[src/rtl/pc_sequencer_pkg.sv]
// Shared CPU constants: fetch address map, exception vector and the
// fetch sequencer state encoding.
package pc_sequencer_pkg;

   localparam logic [31:0] RESET_PC   = 32'h0000_3000;
   localparam logic [31:0] EXC_VECTOR = 32'h0000_4180;
   localparam logic [31:0] IMEM_LO    = 32'h0000_3000;
   localparam logic [31:0] IMEM_HI    = 32'h0000_6FFC;

   typedef enum logic [1:0] {
      BOOT = 2'd0,
      RUN  = 2'd1,
      PEND = 2'd2
   } pc_state_e;

endpackage

[src/rtl/pc_sequencer_range_chk.sv]
// Fetch address fault detect: misaligned or outside instruction memory,
// reported only while the fetch address is live.
module pc_range_chk
   import pc_sequencer_pkg::*;
(
   input  logic [31:0] pc_i,
   input  logic        pc_valid_i,
   output logic        adel_if_o
);

   logic misaligned;
   logic out_of_range;

   assign misaligned   = (pc_i[1:0] != 2'b00);
   assign out_of_range = (pc_i < IMEM_LO) || (pc_i > IMEM_HI);
   assign adel_if_o    = pc_valid_i && (misaligned || out_of_range);

endmodule

[src/rtl/pc_sequencer.sv]
// Fetch PC sequencer: boot cycle, sequential fetch, delayed branch redirect
// (held across stalls), exception entry and exception return.
module pc_sequencer
   import pc_sequencer_pkg::*;
(
   input  logic        clk,
   input  logic        reset,
   input  logic        stall,
   input  logic        redir_valid,
   input  logic [31:0] redir_target,
   input  logic        exc_req,
   input  logic        eret_req,
   input  logic [31:0] epc,
   output logic [31:0] pc,
   output logic        pc_valid,
   output logic        redir_pend,
   output logic        adel_if
);

   pc_state_e   state_q, state_d;
   logic [31:0] pc_q, pc_d;
   logic [31:0] tgt_q, tgt_d;

   always_ff @(posedge clk or posedge reset) begin
      if (reset) begin
         state_q <= BOOT;
         pc_q    <= RESET_PC;
         tgt_q   <= '0;
      end else begin
         state_q <= state_d;
         pc_q    <= pc_d;
         tgt_q   <= tgt_d;
      end
   end

   // Exception entry/return override everything, including a pending redirect.
   always_comb begin
      state_d = state_q;
      pc_d    = pc_q;
      tgt_d   = tgt_q;
      if (exc_req) begin
         pc_d    = EXC_VECTOR;
         state_d = RUN;
      end else if (eret_req) begin
         pc_d    = epc;
         state_d = RUN;
      end else begin
         case (state_q)
            BOOT: state_d = RUN;
            PEND: begin
               if (!stall) begin
                  pc_d    = tgt_q;
                  state_d = RUN;
               end
            end
            default: begin
               if (redir_valid) begin
                  if (stall) begin
                     tgt_d   = redir_target;
                     state_d = PEND;
                  end else begin
                     pc_d = redir_target;
                  end
               end else if (!stall) begin
                  pc_d = pc_q + 32'd4;
               end
            end
         endcase
      end
   end

   assign pc         = pc_q;
   assign pc_valid   = (state_q != BOOT);
   assign redir_pend = (state_q == PEND);

   pc_range_chk u_range_chk (
      .pc_i       (pc_q),
      .pc_valid_i (pc_valid),
      .adel_if_o  (adel_if)
   );

endmodule

[config.mk]
export PLATFORM = sky130hd
export DESIGN_NAME = pc_sequencer
export DESIGN_NICKNAME = d
export VERILOG_FILES = /design/src/rtl/pc_sequencer_pkg.sv /design/src/rtl/pc_sequencer_range_chk.sv /design/src/rtl/pc_sequencer.sv
export SDC_FILE = /design/constraint.sdc
export NUM_CORES = 1
export LEC_CHECK = 0
export ABC_CLOCK_PERIOD_IN_PS = 2000
export CAP_MARGIN = 25
export CORE_ASPECT_RATIO = 1.25
export CORE_UTILIZATION = 45
export DETAILED_ROUTE_END_ITERATION = 12
export GPL_TIMING_DRIVEN = 0
export HOLD_SLACK_MARGIN = 0.05
export PLACE_DENSITY = 0.87
export SYNTH_ARGS = -nofsm -noshare
export SYNTH_HDL_FRONTEND = slang
export SYNTH_SLANG_ARGS = --single-unit
[constraint.sdc]
create_clock -name clk -period 2 [get_ports clk]
set_input_delay 0.4 -clock clk [delete_from_list [all_inputs] [get_ports clk]]
set_output_delay 0.4 -clock clk [all_outputs]
set_load 0.01 [all_outputs]
# Word-level counts from Yosys, hierarchy flattened
# Cells that the tools add are included.
[totals]
regBits = 66
inputBits = 70
out_inout_bits = 35
wordCells = 38
[classes]
addsub = 1
order_cmp = 2
eq_ne = 4
mux = 13
bitwise_logic = 3
n_reduce_logical = 12
[ops]
columns = ["operator", "n"]
rows = [
  ["$mux 32", 6],
  ["$pmux 32 s2", 1],
  ["$add 32x3->32 const B", 1],
  ["$gt 32x15->1 const B", 1],
  ["$lt 32x14->1 const B", 1],
  ["$mux 2", 5],
  ["$reduce_bool 5->1", 2],
  ["$reduce_and 5->1", 1],
  ["$ne 4x4->1 const B", 1],
  ["$pmux 2 s2", 1],
  ["$reduce_bool 2->1", 2],
  ["$ne 3x1->1 const B", 1],
  ["$ne 3x3->1 const B", 1],
  ["$not 1->1", 3],
  ["$reduce_and 3->1", 1],
  ["$eq 2x2->1 const B", 1],
  ["$logic_not 2->1", 1],
  ["$logic_or 1x1->1", 2],
  ["$reduce_and 2->1", 1],
  ["$reduce_or 2->1", 1],
  ["$logic_and 1x1->1", 1],
]

# Logic depth before layout (Yosys ltp)
[depth]
ltp_word = 6
mapped_depth = 9
mapped_depth_nobuf = 6

# By module
# A second synthesis with hierarchy kept.
[hier_totals]
cells_unflattened = 467
area_unflattened_um2 = 4201.5
[by_module_without_submodules]
columns = ["module", "n_inst", "cells_each", "area_each_um2", "seq_area_each_um2"]
rows = [
  ["pc_sequencer", 1, 457, 4129.0, 1654.1],
  ["pc_range_chk", 1, 10, 72.6, 0.0],
]

# Worst setup path after synthesis
# No wires, ideal clock.
[synth_path]
path_type = "flip-flop to flip-flop"
startpoint = "register pc_q[3] (netlist: pc[3])"
endpoint = "register pc_q[28] (netlist: pc[28])"
setup_ns = 0.124
t_arrival_ns = 1.955
required_time_ns = 1.876
path_slack_ns = -0.079
stages_incl_launch_ff = 8
n_path_buf = 1
synth_period_minus_slack_ns = 2.079
path_cell_list = "dfrtp_1 -> ha_1 -> nand3_2 -> or4_1 -> buf_2 -> nor3_2 -> o21ai_1 -> a211o_1"
[synth_between]
elab_chain_cells = 6
[synth_lines]
columns = ["element", "line_no", "text"]
rows = [
  ["from (decl)", "pc_sequencer.sv:21", "logic [31:0] pc_q, pc_d;"],
  ["from (signal assigned)", "pc_sequencer.sv:31", "pc_q <= pc_d;"],
  ["$add 32x3->32", "pc_sequencer.sv:65", "pc_d = pc_q + 32'd4;"],
  ["$mux 32", "pc_sequencer.sv:64", "end else if (!stall) begin"],
  ["$mux 32", "pc_sequencer.sv:57", "if (redir_valid) begin"],
  ["$pmux 32 s2", "pc_sequencer.sv:48", "case (state_q)"],
  ["$mux 32", "pc_sequencer.sv:44", "end else if (eret_req) begin"],
  ["$mux 32", "pc_sequencer.sv:41", "if (exc_req) begin"],
]
# No other way between the ends. The select of a mux whose other input is x is not followed.
# A chain may end at the register's enable or synchronous reset.

# Worst setup path after layout
[layout_path]
startpoint = "register pc_q[24] (netlist: pc[24])"
endpoint = "output adel_if"
[layout_between]
elab_chain_cells = 4
word_cells_on_any_way = 5
cone_classes = "2 x order compare; 3 x reduce/logical"
[layout_lines]
columns = ["element", "line_no", "text"]
rows = [
  ["$lt 32x14->1 / $gt 32x15->1 (equally long branches)", "pc_sequencer_range_chk.sv:15", "assign out_of_range = (pc_i < IMEM_LO) || (pc_i > IMEM_HI);"],
  ["$logic_or 1x1->1 (*)", "pc_sequencer_range_chk.sv:15", ""],
  ["$logic_or 1x1->1 (*)", "pc_sequencer_range_chk.sv:16", "assign adel_if_o = pc_valid_i && (misaligned || out_of_range);"],
  ["$logic_and 1x1->1 (*)", "pc_sequencer_range_chk.sv:16", ""],
  ["to (decl)", "pc_sequencer.sv:17", "output logic adel_if"],
]
# Every way passes the cells marked *; elsewhere a longest branch is shown, timed or not.

==> metrics.yaml <==
timing:
  fin_hold_ws_ns: 0.513
  rsz0062_at_grt: "true"
  finalSetupTns_ns: -0.476
  period_minus_slack_ns: 2.10
  report.final.slew_viol_count: 0
  hold_viol: 0
  maxSlewHeadroom_pct: 41.6
  worst_pin_slew_ns: 0.876
  clock_skew_ns: 0.0137
  max_freq_ghz: 0.476
  setup_slack_ns: -0.100
  finalCritPeriodShare_pct: 105
  finalSetupViolations: 23
setup_path:
  r2r_slack_ns: 0
  rr_worst_depth: 6
  path_cells: "nor4_2 -> nand2_1 -> nor4_4 -> a41oi_2 -> buf_2"
  cp-start-kind: "flip-flop"
  crit_fanout: 6
  r2r_end: "pc[26]$_DFFE_PP0P_"
  crit_slowest_cell: "dfrtp_2"
  crit_type: "reg2out"
  slowest_delay_ns: 0.45
  end_kind: "primary output"
  crit_arrival_ns: 1.70
  timing.rr.start: "pc[2]$_DFFE_PP0P_"
  cp.required_ns: 1.60
detailed_routing:
  dr.pass1.iters: 6
  finalWirelength_um: 16800
  antenna_left: 0
  viasPerCell: 6.72
  drc: 0
  vias: 4958
  drt_iter0_drc: 694
  routedWlPerCell_um: 22.7
synthesis:
  synthTopCellsByArea: "dfrtp_1, mux2_2, nor2_1"
  ys_async_sr_fraction_pct: 100
  synth_top_cell_by_area: "dfrtp_1"
  synth_seq_area_share_pct: 39.7
  synth_ff_type: "dfrtp_1"
  synthDistinctLibCells: 63
  yosys_warnings: 0
  synth_area_um2: 4160
  synth_most_common_cell: "dfrtp_1"
  ys_seq_elements: 66
  synth_common_cells: "dfrtp_1, nor2_1, nand2_1, mux2_2, nand3_1"
  synth_area_per_cell_um2: 8.95
  syn_nets: 536
  yosysTopAreaCellShare_pct: 38.5
  synth_edf_count: 0
  syn_inst: 465
final_layout:
  fill_cells: 640
  n_antenna_cell: 0
  drive_gt1_share_pct: 27.7
  final_cells: 738
  finalNetCount: 684
  areaGrowthSynthToFinish_pct: 50.5
  final_util_pct: 70.8
  final_area_um2: 6260
worst_hold_path:
  hp-start: "tgt_q[2]$_DFFE_PP0P_"
  hold_path.class: "reg2reg"
  whs_path_depth: 1
  holdPathEnd: "tgt_q[2]$_DFFE_PP0P_"
die:
  die_w_um: 88.0
  io_pins: 105
  core_um2: 8840
  fp.dieArea_um2: 9640
  die-height_um: 110
  rows: 38
  initial_core_util_pct: 47.1
clock_network:
  cts_buffers: 9
  root_buffer: "clkbuf_8"
  insertion_delay_ns: 0.38
  clockBufferDepth: 2
  cts_tree: "built"
  h-tree-depth: 3
  cts.clk_slew.worst_paths_ns: 0.08
  clkSinkCount: 66
global_route:
  track_usage_pct: 34.9
  antenna_found_initial: 0
  first_global_vias: 4756
  overflow: 0
  grt_first_pass_wirelength_um: 24800
  grt_max_degree: 38
placed_design:
  placed_cell_area_um2: 5380
  io_buffer_count: 103
  gp_congestion: 0.936
  placed_cells: 689
  place_worst_setup_slack_ns: -1.05
  dpl.hpwl_um: 11300
pwr:
  p_leak_nw: 2.53
  p_total_mw: 4.01
  ir_worst_vdd_mv: 0.530
  p_per_area_nw_per_um2: 641
flow_run:
  drv_cap: 0
run_status:
  outcome: "finished, violations left"
  violations: "setup timing"
==> flip-flops by register name, indices dropped and copies added, names as in the netlist <==
name     flops
state_q      2
tgt_q       32
pc          32
==> worst max-delay path, delay by kind of cell, from the launching register on <==
family / cells / cell delay, ns
AND/OR/NAND/NOR: 3 / 0.55
buffers and inverters: 1 / 0.17
flip-flops: 1 / 0.45
AO/OA/AOI/OAI: 1 / 0.15
==> metal layers <==
layer	track usage, %	wire length (µm)	part of all wire, %
met1	41.8	5830	35
met2	56.4	8200	49
met3	9.08	1990	12
met4	20.3	771	4.6
met5	0	0	0
==> cell usage in the layout, fill, tap and decap left out, drive strengths merged, types with 10 or more instances in the layout <==
cell type and instances:
a21oi 22, buf 53, clkbuf 21, clkdlybuf4s50 97, dfrtp 64, inv 18, mux2 31, nand2 33
nand3 26, nor2 34, nor3 21, nor4 10, o211ai 10, o21ai 25, o22ai 11
==> power breakdown <==
group	switching, mW	internal, mW
registers	0.222	1.55
clock network	0.570	0.606
logic	0.493	0.570
==> cell type report <==
cell class              count  area (µm²)  area share, %
plain buffers              26         191           3.06
clock buffers              11         141           2.26
clock inverters             5        53.8          0.859
inverters                  21        88.8           1.42
multi-input cells         350        2650           42.3
flip-flops and latches     66        1670           26.6
well taps                 120         150           2.40
repair buffers            139        1320           21.0
==> what timing repair did <==
item                       in CTS  in global routing
setup endpoints to repair      63                 53
hold buffers                    0                  0
pin swaps                       7                 21
buffers inserted               13                 21
gates cloned                    0                  1
gates resized for setup        83                 45
==> how the worst max path moves through the flow <==
| stage | slack [ns] | cells past startpoint | endpoint | start |
|---|---|---|---|---|
| after global routing | -0.17 | 5 | adel_if | pc[24]$_DFFE_PP0P_ |
| after floorplan | 0.01 | 6 | pc[28]$_DFFE_PP0P_ | pc[12]$_DFFE_PP1P_ |
| after CTS | -0.17 | 5 | adel_if | pc[1]$_DFFE_PP0P_ |
| after global placement | -0.91 | 8 | pc[10]$_DFFE_PP0P_ | eret_req |
| after detailed placement | -1.05 | 8 | pc[10]$_DFFE_PP0P_ | eret_req |
| final | -0.10 | 5 | adel_if | pc[24]$_DFFE_PP0P_ |
==> kinds of logic (layout without fill, tap and decap cells) <==
logic type      Yosys count  count (layout)  share of synthesized area (%)
buf+inv                  49             202                           4.75
simple gates            166             166                           20.5
flops                    66              66                           39.7
fa+ha+maj                 1               1                          0.301
compound gates          142             142                           24.0
mux                      36              36                           9.59
xor+xnor                  5               5                           1.05
No activity file was read; power rests on OpenSTA's default activity.
